`src/rtl/mem_wb_stage_if.sv`:
```
// Signal bundle between the EX stage / data memory / register files and the MEM-WB stage.
// The slave view belongs to mem_wb_stage; the master view is the surrounding pipeline and memory.
interface mem_wb_stage_if;
  logic        ex_valid;
  logic        ex_ready;
  logic [31:0] alu_result;
  logic [31:0] store_data;
  logic [4:0]  rd_out;
  logic        wb_sel_out;
  logic        wb_fp_en_out;
  logic        wb_int_en_out;
  logic        ex_mem_read;
  logic        ex_mem_write;
  logic        dmem_req;
  logic        dmem_we;
  logic [31:0] dmem_addr;
  logic [31:0] dmem_wdata;
  logic        dmem_ack;
  logic [31:0] dmem_rdata;
  logic [4:0]  wb_rd;
  logic [31:0] wb_data;
  logic        wb_int_we;
  logic        wb_fp_we;
  logic        mem_err;

  modport slave (
    input  ex_valid, alu_result, store_data, rd_out, wb_sel_out, wb_fp_en_out,
           wb_int_en_out, ex_mem_read, ex_mem_write, dmem_ack, dmem_rdata,
    output ex_ready, dmem_req, dmem_we, dmem_addr, dmem_wdata,
           wb_rd, wb_data, wb_int_we, wb_fp_we, mem_err
  );

  modport master (
    output ex_valid, alu_result, store_data, rd_out, wb_sel_out, wb_fp_en_out,
           wb_int_en_out, ex_mem_read, ex_mem_write, dmem_ack, dmem_rdata,
    input  ex_ready, dmem_req, dmem_we, dmem_addr, dmem_wdata,
           wb_rd, wb_data, wb_int_we, wb_fp_we, mem_err
  );
endinterface

```
`src/rtl/mem_wb_stage.sv`:
```
// EX/MEM boundary register, data-memory handshake with timeout, and registered
// single-cycle writeback strobes to the integer and FP register files.
module mem_wb_stage #(
  parameter int TIMEOUT = 16,
  parameter int CNT_W   = 5
) (
  input  logic           clk,
  input  logic           rst_n,
  mem_wb_stage_if.slave  bus
);

  typedef enum logic [0:0] {
    ST_IDLE     = 1'b0,
    ST_WAIT_ACK = 1'b1
  } state_t;

  state_t      state_r, state_s;
  logic [CNT_W-1:0] cnt_r, cnt_s;
  logic        dmem_req_r, dmem_req_s;
  logic        dmem_we_r, dmem_we_s;
  logic [31:0] dmem_addr_r, dmem_addr_s;
  logic [31:0] dmem_wdata_r, dmem_wdata_s;
  logic [4:0]  wb_rd_r, wb_rd_s;
  logic [31:0] wb_data_r, wb_data_s;
  logic        wb_int_we_r, wb_int_we_s;
  logic        wb_fp_we_r, wb_fp_we_s;
  logic        mem_err_r, mem_err_s;
  logic [4:0]  lat_rd_r, lat_rd_s;
  logic        lat_sel_r, lat_sel_s;
  logic        lat_int_en_r, lat_int_en_s;
  logic        lat_fp_en_r, lat_fp_en_s;
  logic        illegal_s;

  assign bus.ex_ready   = (state_r == ST_IDLE);
  assign bus.dmem_req   = dmem_req_r;
  assign bus.dmem_we    = dmem_we_r;
  assign bus.dmem_addr  = dmem_addr_r;
  assign bus.dmem_wdata = dmem_wdata_r;
  assign bus.wb_rd      = wb_rd_r;
  assign bus.wb_data    = wb_data_r;
  assign bus.wb_int_we  = wb_int_we_r;
  assign bus.wb_fp_we   = wb_fp_we_r;
  assign bus.mem_err    = mem_err_r;

  // Both mem flags at once, or a word access off a 4-byte boundary, is rejected.
  assign illegal_s = (bus.ex_mem_read & bus.ex_mem_write) | (bus.alu_result[1:0] != 2'b00);

  // Next-state and next-output computation for the access FSM.
  always_comb begin
    state_s      = state_r;
    cnt_s        = cnt_r;
    dmem_req_s   = dmem_req_r;
    dmem_we_s    = dmem_we_r;
    dmem_addr_s  = dmem_addr_r;
    dmem_wdata_s = dmem_wdata_r;
    wb_rd_s      = wb_rd_r;
    wb_data_s    = wb_data_r;
    wb_int_we_s  = 1'b0;
    wb_fp_we_s   = 1'b0;
    mem_err_s    = 1'b0;
    lat_rd_s     = lat_rd_r;
    lat_sel_s    = lat_sel_r;
    lat_int_en_s = lat_int_en_r;
    lat_fp_en_s  = lat_fp_en_r;
    case (state_r)
      ST_IDLE: begin
        if (bus.ex_valid) begin
          if (!bus.ex_mem_read && !bus.ex_mem_write) begin
            wb_data_s   = bus.alu_result;
            wb_rd_s     = bus.rd_out;
            wb_int_we_s = bus.wb_int_en_out & (bus.rd_out != 5'd0);
            wb_fp_we_s  = bus.wb_fp_en_out;
          end else if (illegal_s) begin
            mem_err_s = 1'b1;
          end else begin
            state_s      = ST_WAIT_ACK;
            cnt_s        = {CNT_W{1'b0}};
            dmem_req_s   = 1'b1;
            dmem_we_s    = bus.ex_mem_write;
            dmem_addr_s  = bus.alu_result;
            dmem_wdata_s = bus.store_data;
            lat_rd_s     = bus.rd_out;
            lat_sel_s    = bus.wb_sel_out;
            lat_int_en_s = bus.wb_int_en_out;
            lat_fp_en_s  = bus.wb_fp_en_out;
          end
        end else begin
          state_s = ST_IDLE;
        end
      end
      ST_WAIT_ACK: begin
        if (bus.dmem_ack) begin
          state_s    = ST_IDLE;
          dmem_req_s = 1'b0;
          dmem_we_s  = 1'b0;
          // dmem_addr_r still carries the latched alu_result for a load with wb_sel=0.
          if (!dmem_we_r) begin
            wb_rd_s     = lat_rd_r;
            wb_data_s   = lat_sel_r ? bus.dmem_rdata : dmem_addr_r;
            wb_int_we_s = lat_int_en_r & (lat_rd_r != 5'd0);
            wb_fp_we_s  = lat_fp_en_r;
          end else begin
            wb_rd_s = wb_rd_r;
          end
        end else if (cnt_r == CNT_W'(TIMEOUT - 1)) begin
          state_s    = ST_IDLE;
          dmem_req_s = 1'b0;
          dmem_we_s  = 1'b0;
          mem_err_s  = 1'b1;
        end else begin
          cnt_s = cnt_r + {{(CNT_W-1){1'b0}}, 1'b1};
        end
      end
      default: begin
        state_s    = ST_IDLE;
        dmem_req_s = 1'b0;
        dmem_we_s  = 1'b0;
      end
    endcase
  end

  // State and output registers.
  always_ff @(posedge clk or negedge rst_n) begin
    if (!rst_n) begin
      state_r      <= ST_IDLE;
      cnt_r        <= {CNT_W{1'b0}};
      dmem_req_r   <= 1'b0;
      dmem_we_r    <= 1'b0;
      dmem_addr_r  <= 32'd0;
      dmem_wdata_r <= 32'd0;
      wb_rd_r      <= 5'd0;
      wb_data_r    <= 32'd0;
      wb_int_we_r  <= 1'b0;
      wb_fp_we_r   <= 1'b0;
      mem_err_r    <= 1'b0;
      lat_rd_r     <= 5'd0;
      lat_sel_r    <= 1'b0;
      lat_int_en_r <= 1'b0;
      lat_fp_en_r  <= 1'b0;
    end else begin
      state_r      <= state_s;
      cnt_r        <= cnt_s;
      dmem_req_r   <= dmem_req_s;
      dmem_we_r    <= dmem_we_s;
      dmem_addr_r  <= dmem_addr_s;
      dmem_wdata_r <= dmem_wdata_s;
      wb_rd_r      <= wb_rd_s;
      wb_data_r    <= wb_data_s;
      wb_int_we_r  <= wb_int_we_s;
      wb_fp_we_r   <= wb_fp_we_s;
      mem_err_r    <= mem_err_s;
      lat_rd_r     <= lat_rd_s;
      lat_sel_r    <= lat_sel_s;
      lat_int_en_r <= lat_int_en_s;
      lat_fp_en_r  <= lat_fp_en_s;
    end
  end

endmodule

```
`src/flat_wrapper.sv`:
```
// flat-port wrapper written by rule: the top's interface ports become plain ports
module mem_wb_stage_flat 
#(
  parameter int TIMEOUT = 16,
  parameter int CNT_W   = 5
)
  (clk, rst_n, bus_ex_valid, bus_alu_result, bus_store_data, bus_rd_out, bus_wb_sel_out, bus_wb_fp_en_out, bus_wb_int_en_out, bus_ex_mem_read, bus_ex_mem_write, bus_dmem_ack, bus_dmem_rdata, bus_ex_ready, bus_dmem_req, bus_dmem_we, bus_dmem_addr, bus_dmem_wdata, bus_wb_rd, bus_wb_data, bus_wb_int_we, bus_wb_fp_we, bus_mem_err);
  mem_wb_stage_if bus_i ();
  input  logic clk;
  input  logic rst_n;
  input wire logic [$bits(bus_i.ex_valid)-1:0] bus_ex_valid;
  input wire logic [$bits(bus_i.alu_result)-1:0] bus_alu_result;
  input wire logic [$bits(bus_i.store_data)-1:0] bus_store_data;
  input wire logic [$bits(bus_i.rd_out)-1:0] bus_rd_out;
  input wire logic [$bits(bus_i.wb_sel_out)-1:0] bus_wb_sel_out;
  input wire logic [$bits(bus_i.wb_fp_en_out)-1:0] bus_wb_fp_en_out;
  input wire logic [$bits(bus_i.wb_int_en_out)-1:0] bus_wb_int_en_out;
  input wire logic [$bits(bus_i.ex_mem_read)-1:0] bus_ex_mem_read;
  input wire logic [$bits(bus_i.ex_mem_write)-1:0] bus_ex_mem_write;
  input wire logic [$bits(bus_i.dmem_ack)-1:0] bus_dmem_ack;
  input wire logic [$bits(bus_i.dmem_rdata)-1:0] bus_dmem_rdata;
  output wire logic [$bits(bus_i.ex_ready)-1:0] bus_ex_ready;
  output wire logic [$bits(bus_i.dmem_req)-1:0] bus_dmem_req;
  output wire logic [$bits(bus_i.dmem_we)-1:0] bus_dmem_we;
  output wire logic [$bits(bus_i.dmem_addr)-1:0] bus_dmem_addr;
  output wire logic [$bits(bus_i.dmem_wdata)-1:0] bus_dmem_wdata;
  output wire logic [$bits(bus_i.wb_rd)-1:0] bus_wb_rd;
  output wire logic [$bits(bus_i.wb_data)-1:0] bus_wb_data;
  output wire logic [$bits(bus_i.wb_int_we)-1:0] bus_wb_int_we;
  output wire logic [$bits(bus_i.wb_fp_we)-1:0] bus_wb_fp_we;
  output wire logic [$bits(bus_i.mem_err)-1:0] bus_mem_err;
  assign bus_i.ex_valid = bus_ex_valid;
  assign bus_i.alu_result = bus_alu_result;
  assign bus_i.store_data = bus_store_data;
  assign bus_i.rd_out = bus_rd_out;
  assign bus_i.wb_sel_out = bus_wb_sel_out;
  assign bus_i.wb_fp_en_out = bus_wb_fp_en_out;
  assign bus_i.wb_int_en_out = bus_wb_int_en_out;
  assign bus_i.ex_mem_read = bus_ex_mem_read;
  assign bus_i.ex_mem_write = bus_ex_mem_write;
  assign bus_i.dmem_ack = bus_dmem_ack;
  assign bus_i.dmem_rdata = bus_dmem_rdata;
  assign bus_ex_ready = bus_i.ex_ready;
  assign bus_dmem_req = bus_i.dmem_req;
  assign bus_dmem_we = bus_i.dmem_we;
  assign bus_dmem_addr = bus_i.dmem_addr;
  assign bus_dmem_wdata = bus_i.dmem_wdata;
  assign bus_wb_rd = bus_i.wb_rd;
  assign bus_wb_data = bus_i.wb_data;
  assign bus_wb_int_we = bus_i.wb_int_we;
  assign bus_wb_fp_we = bus_i.wb_fp_we;
  assign bus_mem_err = bus_i.mem_err;
  mem_wb_stage #(.TIMEOUT(TIMEOUT), .CNT_W(CNT_W)) u_core (.clk(clk), .rst_n(rst_n), .bus(bus_i));
endmodule
```
`config.mk`:
```
export PLATFORM = sky130hd
export DESIGN_NAME = mem_wb_stage_flat
export DESIGN_NICKNAME = d
export VERILOG_FILES = /design/src/rtl/mem_wb_stage_if.sv /design/src/rtl/mem_wb_stage.sv /design/src/flat_wrapper.sv
export SDC_FILE = /design/constraint.sdc
export NUM_CORES = 1
export LEC_CHECK = 0
export BUFFER_PORTS_ARGS = -buffer_cell sky130_fd_sc_hd__buf_4
export CORE_MARGIN = 1.5
export CORE_UTILIZATION = 49
export DETAILED_ROUTE_END_ITERATION = 16
export MAX_ROUTING_LAYER = met4
export PLACE_DENSITY = 0.93
export SLEW_MARGIN = 20
export SYNTH_ARGS = -nofsm -noshare
export SYNTH_HDL_FRONTEND = slang
export SYNTH_SLANG_ARGS = --single-unit
```
`constraint.sdc`:
```
create_clock -name clk -period 2.38 [get_ports clk]
set_input_delay 0.476 -clock clk [delete_from_list [all_inputs] [get_ports clk]]
set_output_delay 0.476 -clock clk [all_outputs]
set_load 0.05 [all_outputs]
```
Word level (Yosys, flattened, before mapping). Index checks and enable logic that the tools add are counted.

Add/subtract/negate cells: 1. Equality and inequality tests: 10. Mux-type cells: 49. Bitwise gates (word level): 7. Reduce and logical (&&, ||, !) cells: 10.

Operator list (count): 2-to-1 mux 32 bit (5); case mux 32 bit (2 select lines) (1); 2-to-1 mux 5 bit (9); 2-to-1 mux 1 bit (26); case mux 5 bit (2 select lines) (2); inequality test 2 bit, second input constant (7); case mux 1 bit (2 select lines) (6); AND reduction 4 bit (3); nonzero test 5 bit (2); adder 5 x 1 -> 5 bit, second input constant (1); equality test 5 x 4 -> 1 bit, second input constant (1); AND reduction 5 bit (1); bitwise AND 1 bit (3); inequality test 3 bit, second input constant (1); inverter 1 bit (3); zero test 1 bit (2); inequality test 2 x 1 -> 1 bit, second input constant (1); nonzero test 2 bit (1); logical AND 1 bit (1); bitwise OR 1 bit (1).

Bits in registers: 120. Bits of input ports: 110. Output and inout port bits: 107. Word-level logic and storage cells: 92.

Logic depth before layout (Yosys ltp).
Word-level depth: 6. Depth in mapped cells: 6.

Worst setup path before layout. No wires, ideal clock.

Kind: register to register. Start point: register u_core.cnt_r[0]. End point: register u_core.cnt_r[3]. Library setup time: 0.077 ns. Arrival time: 2.010 ns. Data required time: 2.303 ns. Setup slack: 0.292 ns. Cell stages (with the launch flop): 7. Clock period less this slack: 2.088 ns. Path through: dfrtp_1 > ha_1 > and3_1 > ha_1 > or3b_2 > or3_1 > a21oi_1.

Longest elaborated chain between the ends: 4. Elaborated cells on any way between the ends: 7.

RTL lines: start, declared (RTL line mem_wb_stage.sv:18) `logic [CNT_W-1:0] cnt_r, cnt_s;`; start signal, assigned (RTL line mem_wb_stage.sv:126) `cnt_r <= {CNT_W{1'b0}};`; start signal, assigned (RTL line mem_wb_stage.sv:142) `cnt_r <= cnt_s;`; adder 5 x 1 -> 5 bit (RTL line mem_wb_stage.sv:111) `cnt_s = cnt_r + {{(CNT_W-1){1'b0}}, 1'b1};`; 2-to-1 mux 5 bit (RTL line mem_wb_stage.sv:105) `end else if (cnt_r == CNT_W'(TIMEOUT - 1)) begin`; 2-to-1 mux 5 bit (RTL line mem_wb_stage.sv:92) `if (bus.dmem_ack) begin`; case mux 5 bit (2 select lines) (RTL line mem_wb_stage.sv:65) `case (state_r)`.

Several ways; a longest one is shown, not always the timed one. The select of a mux whose other input is x is not followed. A chain may end at the register's enable or synchronous reset.

Final worst setup path. Same ends and word-level chain as after synthesis.

==> qor.csv <==
metric,value,unit
status,"complete, but fails checks",
failing checks,negative hold slack,
Worst Reg-to-Reg Cells,6,
Setup Buffers After CTS,0,
Setup crit end kind,flop,
crit-path cells,ha_1 -> and3_1 -> ha_1 -> or3b_2 -> or3_1 -> a21oi_1,
Filler cells,719,
post-synth net total,525,
CTS sink count,120,
skew final,7.398,ps
synthesized area,5410,µm²
Die ar.,11680,µm²
crit path kind,flop to flop,
H-tree Lvls,4,
Place WS,125.3,ps
post-synth cell types,37,
Die W,108.1,µm
Hold WS,-19.27,ps
Yosys reg bits,120,
FF-to-FF setup slack,130,ps
PortBufs,216,
fraction of registers with async set/reset,1.000,
cts hold-fix bufs,0,
worst reg2reg path endpoint,u_core.cnt_r[3],
Flop pwr share,0.311,
dpl cells,750,
largest area contributor in the netlist,dfrtp_1,
"CTS clk-pin slew, worst paths",50,ps
CTS Buffer Depth,2,
via count,4222,
largest family of logic cells by synthesized area,multiplexers,
Layout Cells excl Fill,781,
synth warn,0,
adder-cell share of the synthesized area,0.006938,
Internal,0.005923,W
drt first pass iters,5,
peak supply drop,0.8802,mV
Slew Limit Fails,0,
Via density,5.406,
Max Cap Violations,0,
Starting Density,0.5013,
"Slowest-stage cell, CP",or3b_2,
DRC Markers,0,
largest cells by area after synthesis,"dfrtp_1 56%, mux2_2 19%, mux2i_1 7.0%",
mux share of post-synthesis cell area,0.2861,
total grt overflow,0,
vias in the first global route,4544,
Die Height,108.1,µm
Sum Neg Setup Slack,0,ps
min Tclk post-route,2247,ps
nets,742,
routability cong.,0.8208,
power share of the combinational group,0.416,
Fin. Hold Viols,7,
period utilization,0.9442,
sequential share of the synthesized area,0.5550,
antenna violations before repair,0,
WL final,14.15,mm
diodes inserted,0,
Max Clock Freq,445.0,MHz
area fraction of the dominant cell type after synthesis,0.5550,
Net Sw Power,0.004028,W
clock group share of total power,0.273,
crit path max fanout,6,
detailed router's first-iteration violation count,185,
detailed placement HPWL,9.976,mm
final setup margin,132.8,ps
Worst slew margin,0.3653,
first-pass GRT wire length,22.09,mm
Root Buffer,clkbuf_8,
RSZ-0062 raised after global routing,false,
r2r startpoint,u_core.cnt_r[0],
largest net degree at the start of global routing,121,
Simple-Gate Fraction of Synth Area,0.06059,
post_cts resized,0,
WL per Instance,18.12,µm
final core occ,0.7197,
row count,38,
Sw Ratio,0.4048,
"Req. time, crit path",2810,ps
compound-cell area share of the yosys netlist,0.05527,
"Largest stage delay, worst path",540,ps
Main synth FF type,dfrtp_1,
P_leak,3.720,nW
io pins,217,
"EDFF count, synth",0,
PD cells,1281,nW/µm²
area grow syn2layout,43.57,%
Mean Syn Cell Area,13.13,µm²
Startpoint Class,flop,
Most common cell on crit path,ha_1,
Cells after Synth,412,
xor and xnor area share after synthesis,0.001619,
later-pin clock latency in the skew report,510,ps
core area,10790,µm²
slew of the pin with the lowest slew margin,952.0,ps
Min-Delay Path Class,input pin to async pin,
Critical Path AT,2680,ps
CTS tree,yes,
Tot GR Track Use,0.2541,
# setup viols final,0,
cts bufs inserted,17,
DRT antenna net count,0,
ratio of cells with drive above 1 in the final layout,0.5585,
==> how the worst max path moves through the flow <==
stage	startpoint	end
floorplan	u_core.cnt_r[0]	u_core.cnt_r[3]
global placement	bus_ex_mem_write	u_core.bus.wb_data[4]
detailed placement	u_core.cnt_r[0]	u_core.cnt_r[3]
CTS	u_core.cnt_r[0]	u_core.cnt_r[3]
global route	u_core.cnt_r[0]	u_core.cnt_r[3]
finish	u_core.cnt_r[0]	u_core.cnt_r[3]
==> layout by cell type, fill, tap and decap left out, drive strengths merged, types with 2 or more instances in the layout <==
master / n
and2: 2
o21ai: 4
a21oi: 41
nor3: 5
nand2: 8
buf: 224
clkbuf: 19
o211ai: 3
dfrtp: 120
nor4b: 2
nor2: 33
o31ai: 2
mux2i: 38
nand3: 2
inv: 4
a31oi: 2
bufinv: 5
clkinvlp: 6
ha: 3
or4: 3
mux2: 102
==> layout make-up <==
cell class                      count  area, µm²  share of cell area
Sequential cell                   120       3005              0.3869
Multi-Input combinational cell    262       2221              0.2859
Inverter                            4      15.01            0.001933
Clock buffer                       19      431.7             0.05557
Clock inverter                     12      200.2             0.02577
Tap cell                          140      175.2             0.02255
Timing Repair Buffer              224       1719              0.2213
==> critical path: cells and delay by family, from the launching register on <==
family                   cells  cell delay (ps)
flip-flops                   1              410
AND/OR/NAND/NOR              3             1120
AO/OA/AOI/OAI                1              140
adder cells (fa/ha/maj)      2              500
==> cell families after synthesis <==
family / count (synthesis)
adders and majority gates: 3
AOI/OAI and AO/OA: 55
and+or+nand+nor: 63
buffers and inverters: 30
muxes: 140
xor gates and xnor gates: 1
DFF: 120
==> power groups by stage <==
stage / logic, W / clock network [W] / registers (W)
final: 0.00414 / 0.00271 / 0.00310
after global routing: 0.00433 / 0.00284 / 0.00317
after CTS: 0.00417 / 0.00275 / 0.00310
after detailed placement: 0.00416 / 0 / 0.00311
after global placement: 0.00405 / 0 / 0.00306
after floorplan: 0.000954 / 0 / 0.00489
==> synth_stat cells (all sizes together), types with 2 or more instances <==
| cell type | count |
|---|---|
| a21oi | 41 |
| a31oi | 2 |
| and2 | 2 |
| buf | 17 |
| clkbuf | 9 |
| dfrtp | 120 |
| ha | 3 |
| inv | 4 |
| mux2 | 102 |
| mux2i | 38 |
| nand2 | 8 |
| nand3 | 2 |
| nor2 | 33 |
| nor3 | 5 |
| nor4b | 2 |
| o211ai | 3 |
| o21ai | 4 |
| o31ai | 2 |
| or4 | 3 |
==> routing by layer <==
metal / track usage / up-vias / share of wire
li1: - / 1915 / -
met1: 0.2738 / 2062 / 0.38
met2: 0.4439 / 218 / 0.52
met3: 0.06691 / 27 / 0.075
met4: 0.1043 / 0 / 0.020
met5: - / - / 0
==> registers in the layout, summed over array words and instances, names as in the netlist <==
register / flops
u_core.bus.dmem_req: 1
u_core.bus.mem_err: 1
u_core.bus.dmem_wdata: 32
u_core.bus.dmem_we: 1
u_core.bus.wb_rd: 5
u_core.bus.wb_data: 32
u_core.state_r: 1
u_core.lat_sel_r: 1
u_core.bus.wb_fp_we: 1
u_core.lat_rd_r: 5
u_core.cnt_r: 5
u_core.bus.wb_int_we: 1
u_core.lat_fp_en_r: 1
u_core.lat_int_en_r: 1
u_core.bus.dmem_addr: 32
==> metrics by stage <==
step	instance area, µm²	total power, W
2_1_floorplan	5410	0.005844
3_3_place_gp	7136	0.007118
3_5_place_dp	7136	0.007271
4_1_cts	7767	0.01002
5_1_grt	7767	0.01033
6_report	7767	0.009951
No activity file was read; power rests on OpenSTA's default activity.
